<file path="config.mk">
export PLATFORM = sky130hd
export DESIGN_NAME = dispatch_ctrl
export DESIGN_NICKNAME = d
export VERILOG_FILES = /design/src/rtl/rv32i_types.sv /design/src/rtl/dispatch_ctrl_chk.sv /design/src/rtl/rob_alloc_counter.sv /design/src/rtl/dispatch_ctrl.sv
export SDC_FILE = /design/constraint.sdc
export NUM_CORES = 1
export LEC_CHECK = 0
export ABC_AREA = 1
export BUFFER_PORTS_ARGS = -buffer_cell sky130_fd_sc_hd__buf_2
export CAP_MARGIN = 40
export CORE_UTILIZATION = 65
export CTS_CLUSTER_DIAMETER = 200
export DETAILED_ROUTE_END_ITERATION = 16
export HOLD_SLACK_MARGIN = 0.15
export PLACE_DENSITY_LB_ADDON = 0.12
export REMOVE_ABC_BUFFERS = 1
export SYNTH_ARGS = -nofsm -noshare
export SYNTH_HDL_FRONTEND = slang
export SYNTH_HIERARCHICAL = 1
export SYNTH_SLANG_ARGS = --single-unit
export TNS_END_PERCENT = 10
</file>
<file path="constraint.sdc">
create_clock -name clk -period 10.9 [get_ports clk]
set_input_delay 0.545 -clock clk [delete_from_list [all_inputs] [get_ports clk]]
set_output_delay 0.545 -clock clk [all_outputs]
set_load 0.01 [all_outputs]
</file>
<file path="src/rtl/rv32i_types.sv">
// Shared types for the dispatch controller: FSM state encoding and default ROB slot id.
package rv32i_types;

  typedef enum logic [1:0] {
    RUN     = 2'd0,
    FLUSH   = 2'd1,
    RECOVER = 2'd2
  } dispatch_ctrl_state_t;

  localparam int ROB_ENTRIES_DFLT = 16;

  typedef logic [$clog2(ROB_ENTRIES_DFLT)-1:0] rob_id_t;

endpackage

</file>
<file path="src/rtl/dispatch_ctrl_chk.sv">
// Flags a retirement count larger than the current ROB occupancy.
module dispatch_ctrl_chk #(
  parameter int CNTW = 5,
  parameter int CCW  = 2
) (
  input logic            clk,
  input logic            rst,
  input logic [CCW-1:0]  commit_cnt,
  input logic [CNTW-1:0] rob_count
);

  commit_le_count: assert property (@(posedge clk) disable iff (rst)
    CNTW'(commit_cnt) <= rob_count);

endmodule

</file>
<file path="src/rtl/rob_alloc_counter.sv">
// ROB occupancy and tail pointer; flush empties the ROB and rewinds the tail.
module rob_alloc_counter #(
  parameter int SS          = 2,
  parameter int ROB_ENTRIES = 16,
  localparam int IDW  = $clog2(ROB_ENTRIES),
  localparam int CNTW = $clog2(ROB_ENTRIES + 1),
  localparam int CCW  = $clog2(SS + 1)
) (
  input  logic            clk,
  input  logic            rst,
  input  logic            flush,
  input  logic            pop,
  input  logic [CCW-1:0]  commit_cnt,
  output logic [CNTW-1:0] rob_count,
  output logic [IDW-1:0]  tail,
  output logic            room
);

  localparam logic [CNTW:0]   SS_X  = SS[CNTW:0];
  localparam logic [CNTW:0]   LIMIT = ROB_ENTRIES[CNTW:0];
  localparam logic [CNTW-1:0] SS_C  = SS[CNTW-1:0];
  localparam logic [IDW-1:0]  SS_I  = SS[IDW-1:0];

  logic [CNTW-1:0] commit_ext;

  assign commit_ext = {{(CNTW-CCW){1'b0}}, commit_cnt};
  // one extra bit so rob_count + SS cannot overflow before the compare
  assign room = ({1'b0, rob_count} + SS_X) <= LIMIT;

  always_ff @(posedge clk) begin
    if (rst) begin
      rob_count <= '0;
      tail      <= '0;
    end else if (flush) begin
      rob_count <= '0;
      tail      <= '0;
    end else begin
      rob_count <= rob_count + (pop ? SS_C : {CNTW{1'b0}}) - commit_ext;
      if (pop) begin
        tail <= tail + SS_I;
      end else begin
        tail <= tail;
      end
    end
  end

endmodule

</file>
<file path="src/rtl/dispatch_ctrl.sv">
// Rename/dispatch handshake FSM with ROB slot and RVFI order assignment.
// Optional stall counters are built when DISPATCH_CTRL_PERF_EN is defined.
module dispatch_ctrl
  import rv32i_types::*;
#(
  parameter int SS          = 2,
  parameter int ROB_ENTRIES = 16
) (
  input  logic                                      clk,
  input  logic                                      rst,
  input  logic                                      inst_q_empty,
  input  logic                                      rs_full,
  input  logic                                      free_list_empty,
  input  logic [$clog2(SS+1)-1:0]                   commit_cnt,
  input  logic                                      flush,
  output logic                                      pop_inst_q,
  output logic                                      dispatch_valid,
  output logic [SS-1:0][$clog2(ROB_ENTRIES)-1:0]    rob_id,
  output logic [SS-1:0][63:0]                       order
`ifdef DISPATCH_CTRL_PERF_EN
  ,
  output logic [31:0]                               stall_rs_cycles,
  output logic [31:0]                               stall_rob_cycles,
  output logic [31:0]                               stall_fl_cycles
`endif
);

  localparam int IDW  = $clog2(ROB_ENTRIES);
  localparam int CNTW = $clog2(ROB_ENTRIES + 1);
  localparam int CCW  = $clog2(SS + 1);
  localparam logic [63:0] SS_64 = 64'(SS);

  dispatch_ctrl_state_t state;
  logic [63:0]          order_base;
  logic [63:0]          commit_order;
  logic [63:0]          commit_ext;
  logic [CNTW-1:0]      rob_count;
  logic [IDW-1:0]       tail;
  logic                 room;

  assign commit_ext = {{(64-CCW){1'b0}}, commit_cnt};
  assign pop_inst_q = !rst && (state == RUN) && !flush && !inst_q_empty &&
                      !rs_full && !free_list_empty && room;

  rob_alloc_counter #(.SS(SS), .ROB_ENTRIES(ROB_ENTRIES)) u_rob_alloc (
    .clk        (clk),
    .rst        (rst),
    .flush      (flush),
    .pop        (pop_inst_q),
    .commit_cnt (commit_cnt),
    .rob_count  (rob_count),
    .tail       (tail),
    .room       (room)
  );

  dispatch_ctrl_chk #(.CNTW(CNTW), .CCW(CCW)) u_chk (
    .clk        (clk),
    .rst        (rst),
    .commit_cnt (commit_cnt),
    .rob_count  (rob_count)
  );

  // pop is already 0 in a flush cycle, so dispatch_valid drops after it for free
  always_ff @(posedge clk) begin
    if (rst) begin
      state          <= RUN;
      dispatch_valid <= 1'b0;
      rob_id         <= '0;
      order          <= '0;
      order_base     <= 64'd0;
      commit_order   <= 64'd0;
    end else begin
      commit_order   <= commit_order + commit_ext;
      dispatch_valid <= pop_inst_q;
      if (flush) begin
        state      <= FLUSH;
        order_base <= commit_order + commit_ext;
      end else begin
        case (state)
          RUN:     state <= RUN;
          FLUSH:   state <= RECOVER;
          RECOVER: state <= RUN;
          default: state <= RUN;
        endcase
        if (pop_inst_q) begin
          for (int i = 0; i < SS; i++) begin
            rob_id[i] <= tail + i[IDW-1:0];
            order[i]  <= order_base + 64'(i);
          end
          order_base <= order_base + SS_64;
        end else begin
          order_base <= order_base;
        end
      end
    end
  end

`ifdef DISPATCH_CTRL_PERF_EN
  logic stall_active;
  assign stall_active = !rst && (state == RUN) && !flush && !inst_q_empty;

  // only the first blocker in rs, rob, fl priority is charged for a cycle
  always_ff @(posedge clk) begin
    if (rst) begin
      stall_rs_cycles  <= 32'd0;
      stall_rob_cycles <= 32'd0;
      stall_fl_cycles  <= 32'd0;
    end else if (stall_active && rs_full) begin
      if (stall_rs_cycles != 32'hFFFF_FFFF) stall_rs_cycles <= stall_rs_cycles + 32'd1;
    end else if (stall_active && !room) begin
      if (stall_rob_cycles != 32'hFFFF_FFFF) stall_rob_cycles <= stall_rob_cycles + 32'd1;
    end else if (stall_active && free_list_empty) begin
      if (stall_fl_cycles != 32'hFFFF_FFFF) stall_fl_cycles <= stall_fl_cycles + 32'd1;
    end
  end
`endif

endmodule

</file>
# Word-level counts from Yosys, hierarchy flattened
# Index checks and enable logic that the tools add are counted.
dict set report op_classes {
  addsub 8
  n_lt_le_gt_ge 1
  eq_ne 1
  muxes 5
  bitwise 1
  n_reduce_logical 15
}
# cell count
set op_table {}
lappend op_table {{$mux W64} 2}
lappend op_table {{$add A64 B1 Y64 const B} 1}
lappend op_table {{$add A64 B2 Y64} 1}
lappend op_table {{$add A64 B2 Y64 const B} 1}
lappend op_table {{$add A5 B2 Y6 const B} 1}
lappend op_table {{$le A6 B5 Y1 const B} 1}
lappend op_table {{$logic_and A1 B1 Y1} 6}
lappend op_table {{$add A5 B5 Y5} 1}
lappend op_table {{$logic_not A1 Y1} 5}
lappend op_table {{$sub A5 B2 Y5} 1}
lappend op_table {{$add A4 B1 Y4 const B} 1}
lappend op_table {{$add A4 B2 Y4 const B} 1}
lappend op_table {{$mux W2} 2}
lappend op_table {{$eq A2 B1 Y1 const B} 1}
lappend op_table {{$logic_not A2 Y1} 1}
lappend op_table {{$reduce_and A2 Y1} 1}
lappend op_table {{$reduce_bool A2 Y1} 1}
lappend op_table {{$reduce_or A2 Y1} 1}
lappend op_table {{$mux W1} 1}
lappend op_table {{$not A1 Y1} 1}
dict set report word_totals {
  regBits 276
  inputBits 8
  output_inout_bits 138
}

# Logic depth before layout (Yosys ltp)
dict set report depth {
  depth_word 10
  mapped_depth 23
  mapped_depth_nobuf 20
}

# Modules after synthesis
# Netlist, hierarchy kept.
# module n_inst cells_each area_per_inst_um2
set modules_own_cells {}
lappend modules_own_cells {dispatch_ctrl 1 2253 14508.9}
lappend modules_own_cells {rob_alloc_counter 1 74 535.5}

# Least setup slack after synthesis
# No wires, ideal clock.
dict set report synth_timing {
  path_type {register to register}
  startpoint {register u_rob_alloc.rob_count[1]}
  endpoint {register u_rob_alloc.rob_count[3]}
  arrival_ps 3349
  path_slack_ps 7434
  path_stages_with_launch 20
  cell_sequence {dfxtp_1 ha_1 nand3b_1 nor2_1 nand2_1 nand2_1 nand2_1 nor3_1 nand2_2 inv_2 buf_4 buf_4 buf_2 inv_1 fa_1 inv_1 ha_1 fa_1 xnor2_1 nor2_1}
}
dict set report synth_between {
  elab_chain_cells 6
}
# element line
set synth_rtl {}
lappend synth_rtl {{from (decl)} rob_alloc_counter.sv:14} ;# output logic [CNTW-1:0] rob_count,
lappend synth_rtl {{from (signal assigned)} rob_alloc_counter.sv:38} ;# rob_count <= rob_count + (pop ? SS_C : {CNTW{1'b0}}) - commit_ext;
lappend synth_rtl {{$add A5 B2 Y6} rob_alloc_counter.sv:28} ;# assign room = ({1'b0, rob_count} + SS_X) <= LIMIT;
lappend synth_rtl {{$le A6 B5 Y1} rob_alloc_counter.sv:28}
lappend synth_rtl {{named net room} dispatch_ctrl.sv:39} ;# logic room;
lappend synth_rtl {{$logic_and A1 B1 Y1} dispatch_ctrl.sv:43} ;# !rs_full && !free_list_empty && room;
lappend synth_rtl {{named net pop_inst_q} dispatch_ctrl.sv:16} ;# output logic pop_inst_q,
lappend synth_rtl {{$mux W2} rob_alloc_counter.sv:38}
lappend synth_rtl {{$add A5 B5 Y5} rob_alloc_counter.sv:38}
lappend synth_rtl {{$sub A5 B2 Y5} rob_alloc_counter.sv:38}
# The timed path passes the listed nets, and every way through them passes these cells.
# A chain may end at the register's enable or synchronous reset.

# Final worst setup path
dict set report layout_timing {
  startpoint {register u_rob_alloc.rob_count[2]}
  endpoint {output pop_inst_q}
}
dict set report layout_between {
  elab_chain_cells 3
}
# element line
set layout_rtl {}
lappend layout_rtl {{$add A5 B2 Y6} rob_alloc_counter.sv:28}
lappend layout_rtl {{$le A6 B5 Y1} rob_alloc_counter.sv:28}
lappend layout_rtl {{named net room} dispatch_ctrl.sv:39}
lappend layout_rtl {{$logic_and A1 B1 Y1} dispatch_ctrl.sv:43}
lappend layout_rtl {{to (decl)} dispatch_ctrl.sv:16}
# The timed path passes the listed nets, and every way through them passes these cells.

==> results.ini <==
[synth]
ys_ff_latch = 275
synth.distinct_cells = 51
ys.flop_type = dfxtp_1
seq_area_frac_synth = 0.366
synth_warnings = 6
synth_top_area_frac = 0.366
netlist_instances = 2327
synth_edf_count = 0
ys_top_cells_by_area = dfxtp_1 (37%), nand2_1 (15%), nor2_1 (9.0%)
yosysTopAreaCell = dfxtp_1
netlist_area_um2 = 15000
yosysMostFrequentCell = nand2_1
ys_top_cells_by_count = nand2_1 (591), nor2_1 (359), inv_1 (281)
syn_area_per_cell_um2 = 6.47
synthArstFlopShare = 0

[power_and_ir_drop]
ir_worst_vdd_mv = 0.132
total_leakage_power_nw = 7.38
p_per_area_nw_per_um2 = 131

[detailed_routing]
routed_wirelength_um = 50100
routed_via_density = 5.83
drcViolationCount = 0
drt.antenna.violating_nets = 0
routedWlPerCell_um = 18.3
num_vias = 15932
drt_pass1_iterations = 6
drt_iter0_drc = 1942

[floorplanning]
die_area_um2 = 23800
die_x_um = 154
core.rowCount = 55
start_util = 0.664
pin_count = 146
fp.coreArea_um2 = 22600
dieHeight_um = 154

[timing]
drv_slew = 0
slew_headroom = 0.380
rsz0062_at_grt = false
tightestPinTransition_ns = 0.929
clock.fmax_ghz = 0.211
hold_viol = 0
setup_violations = 0
period_minus_slack_ns = 4.74
hold_ws_ns = 0.330
min_period_over_period = 0.435
finalClockSkew_ns = 0.0207
fin_tns_setup_ns = 0

[worst_setup_path]
crit_slowest_cell = buf_4
crit_family = buffers and inverters
path_cells = ha_1 > nand3b_1 > nor2_1 > nand2_1 > nand2_1 > nand2_1 > nor3_1 > nand2_4 > inv_6 > buf_16 > buf_4 > buf_2
crit_arrival_ns = 4.20
cp_data_required_time_ns = 10.36
cp_slowest_stage_delay_ns = 0.58
critPathLaunchType = flop
critPathBufInv = 4
end_kind = output port
crit_fanout = 125
crit_type = flop to output port
path_common_cell = nand2_1

[clock_network]
htree_levels = 1
cts_hold_buf = 0
clk_pin_slew_ns = 0.06
cts_max_path_buffers = 3
cts_tree = done
ctsResizeCount = 0
post_cts_buffers = 0
insertion_delay_ns = 0.56
cts_sinks = 275
cts_made_buffers = 29
root_buffer = clkbuf_16

[place]
dp_hpwl_um = 36300
gp_congestion = 1.01
io_buffer_count = 145

[grt]
grt_pass1_vias = 14847
grt_pass1_wl_um = 77900
antenna_found_initial = 0
grt_use_total = 0.419
overflow = 0
grt_max_degree = 126

[worst_hold_path]
hold_class = input port to flop

[final_layout]
drive_gt1_frac = 0.114
final_nets = 2452
multi_input_area_um2 = 8040
diodes = 0
syn2layout_area_growth_pct = 12.0
seqCellArea_um2 = 5510
nFillCells = 1875

[run_status]
run_status = complete, no violations

[job]
maxCapViolations = 0

## worst paths after layout
kind                             from                  endpoint  slack [ns]  cells past startpoint
min                     commit_cnt[0]  u_rob_alloc/rob_count[0]        0.33                      3
min reg2reg                 order[83]                 order[83]        0.46                      2
max reg2reg  u_rob_alloc/rob_count[2]            order_base[39]        6.86                     16
max          u_rob_alloc/rob_count[2]                pop_inst_q        6.16                     12
## power by group
part	internal, W	switching [W]	total, W
Combinational	0.0000321	0.0000805	0.000113
Clock	0.000621	0.000432	0.00105
Sequential	0.00102	0.0000180	0.00104
## cells by family (layout without fill, tap and decap cells)
| family | count (synthesis) | after routing | share of synthesized area |
|---|---|---|---|
| AND/OR/NAND/NOR | 1278 | 1278 | 0.367 |
| AO/OA/AOI/OAI | 313 | 313 | 0.115 |
| XOR/XNOR | 65 | 65 | 0.0378 |
| buffers and inverters | 379 | 501 | 0.0999 |
| flip-flops | 275 | 275 | 0.366 |
| other | 1 | 1 | 0.000249 |
| adder cells (fa/ha/maj) | 16 | 16 | 0.0148 |
## worst min-delay path, stage by stage
cell    delay (ns)
buf_2         0.10
ha_1          0.14
nor2_1        0.04
## placed cells by master (no fill, tap or decap), drive strengths merged
cell / instances
a211oi: 4
a21oi: 99
a22o: 2
a22oi: 6
a31o: 1
a31oi: 6
a32oi: 1
and2: 7
and3: 2
buf: 152
bufinv: 5
clkbuf: 33
clkdlybuf4s15: 1
clkinv: 17
conb: 1
dfxtp: 275
fa: 3
ha: 13
inv: 293
nand2: 603
nand3: 161
nand3b: 4
nand4: 55
nor2: 393
nor3: 43
nor4: 5
o2111ai: 1
o211a: 2
o211ai: 22
o21ai: 152
o21bai: 5
o221ai: 3
o22ai: 7
o2bb2ai: 1
o31ai: 1
or2: 5
xnor2: 21
xor2: 44
## area by class of cell
cell class | count | share of cell area
flip-flops and latches | 275 | 0.327
repair buffers | 153 | 0.0489
multi-input cells | 1673 | 0.477
clock inverters | 19 | 0.0146
inverters | 296 | 0.0665
well taps | 285 | 0.0212
clock buffers | 33 | 0.0451
## stage by stage
step,total power [W],setup WS (ns),util,instances,area [µm²]
3_5_place_dp,0.00117,6.46,0.700,2682,15800
6_report,0.00220,6.16,0.745,2734,16900
5_1_grt,0.00226,5.91,0.745,2734,16900
3_3_place_gp,0.00116,6.11,0.697,2679,15800
2_1_floorplan,0.00112,3.50,-,2244,14700
4_1_cts,0.00220,6.23,0.745,2734,16900
## sequential cells by signal, summed over array words and instances (netlist names)
register	count
state	2
dispatch_valid	1
u_rob_alloc/rob_count	5
u_rob_alloc/tail	3
order_base	64
commit_order	64
order	128
rob_id	8
## per-layer routing
layer | track usage | wire (µm) | vias to the layer above
met5 | 0 | 0 | -
met4 | 0.210 | 2630 | 0
met3 | 0.0691 | 5290 | 170
met2 | 0.682 | 22500 | 852
met1 | 0.538 | 19700 | 7285
li1 | - | - | 7625
Power figures use the tool's default switching activity.
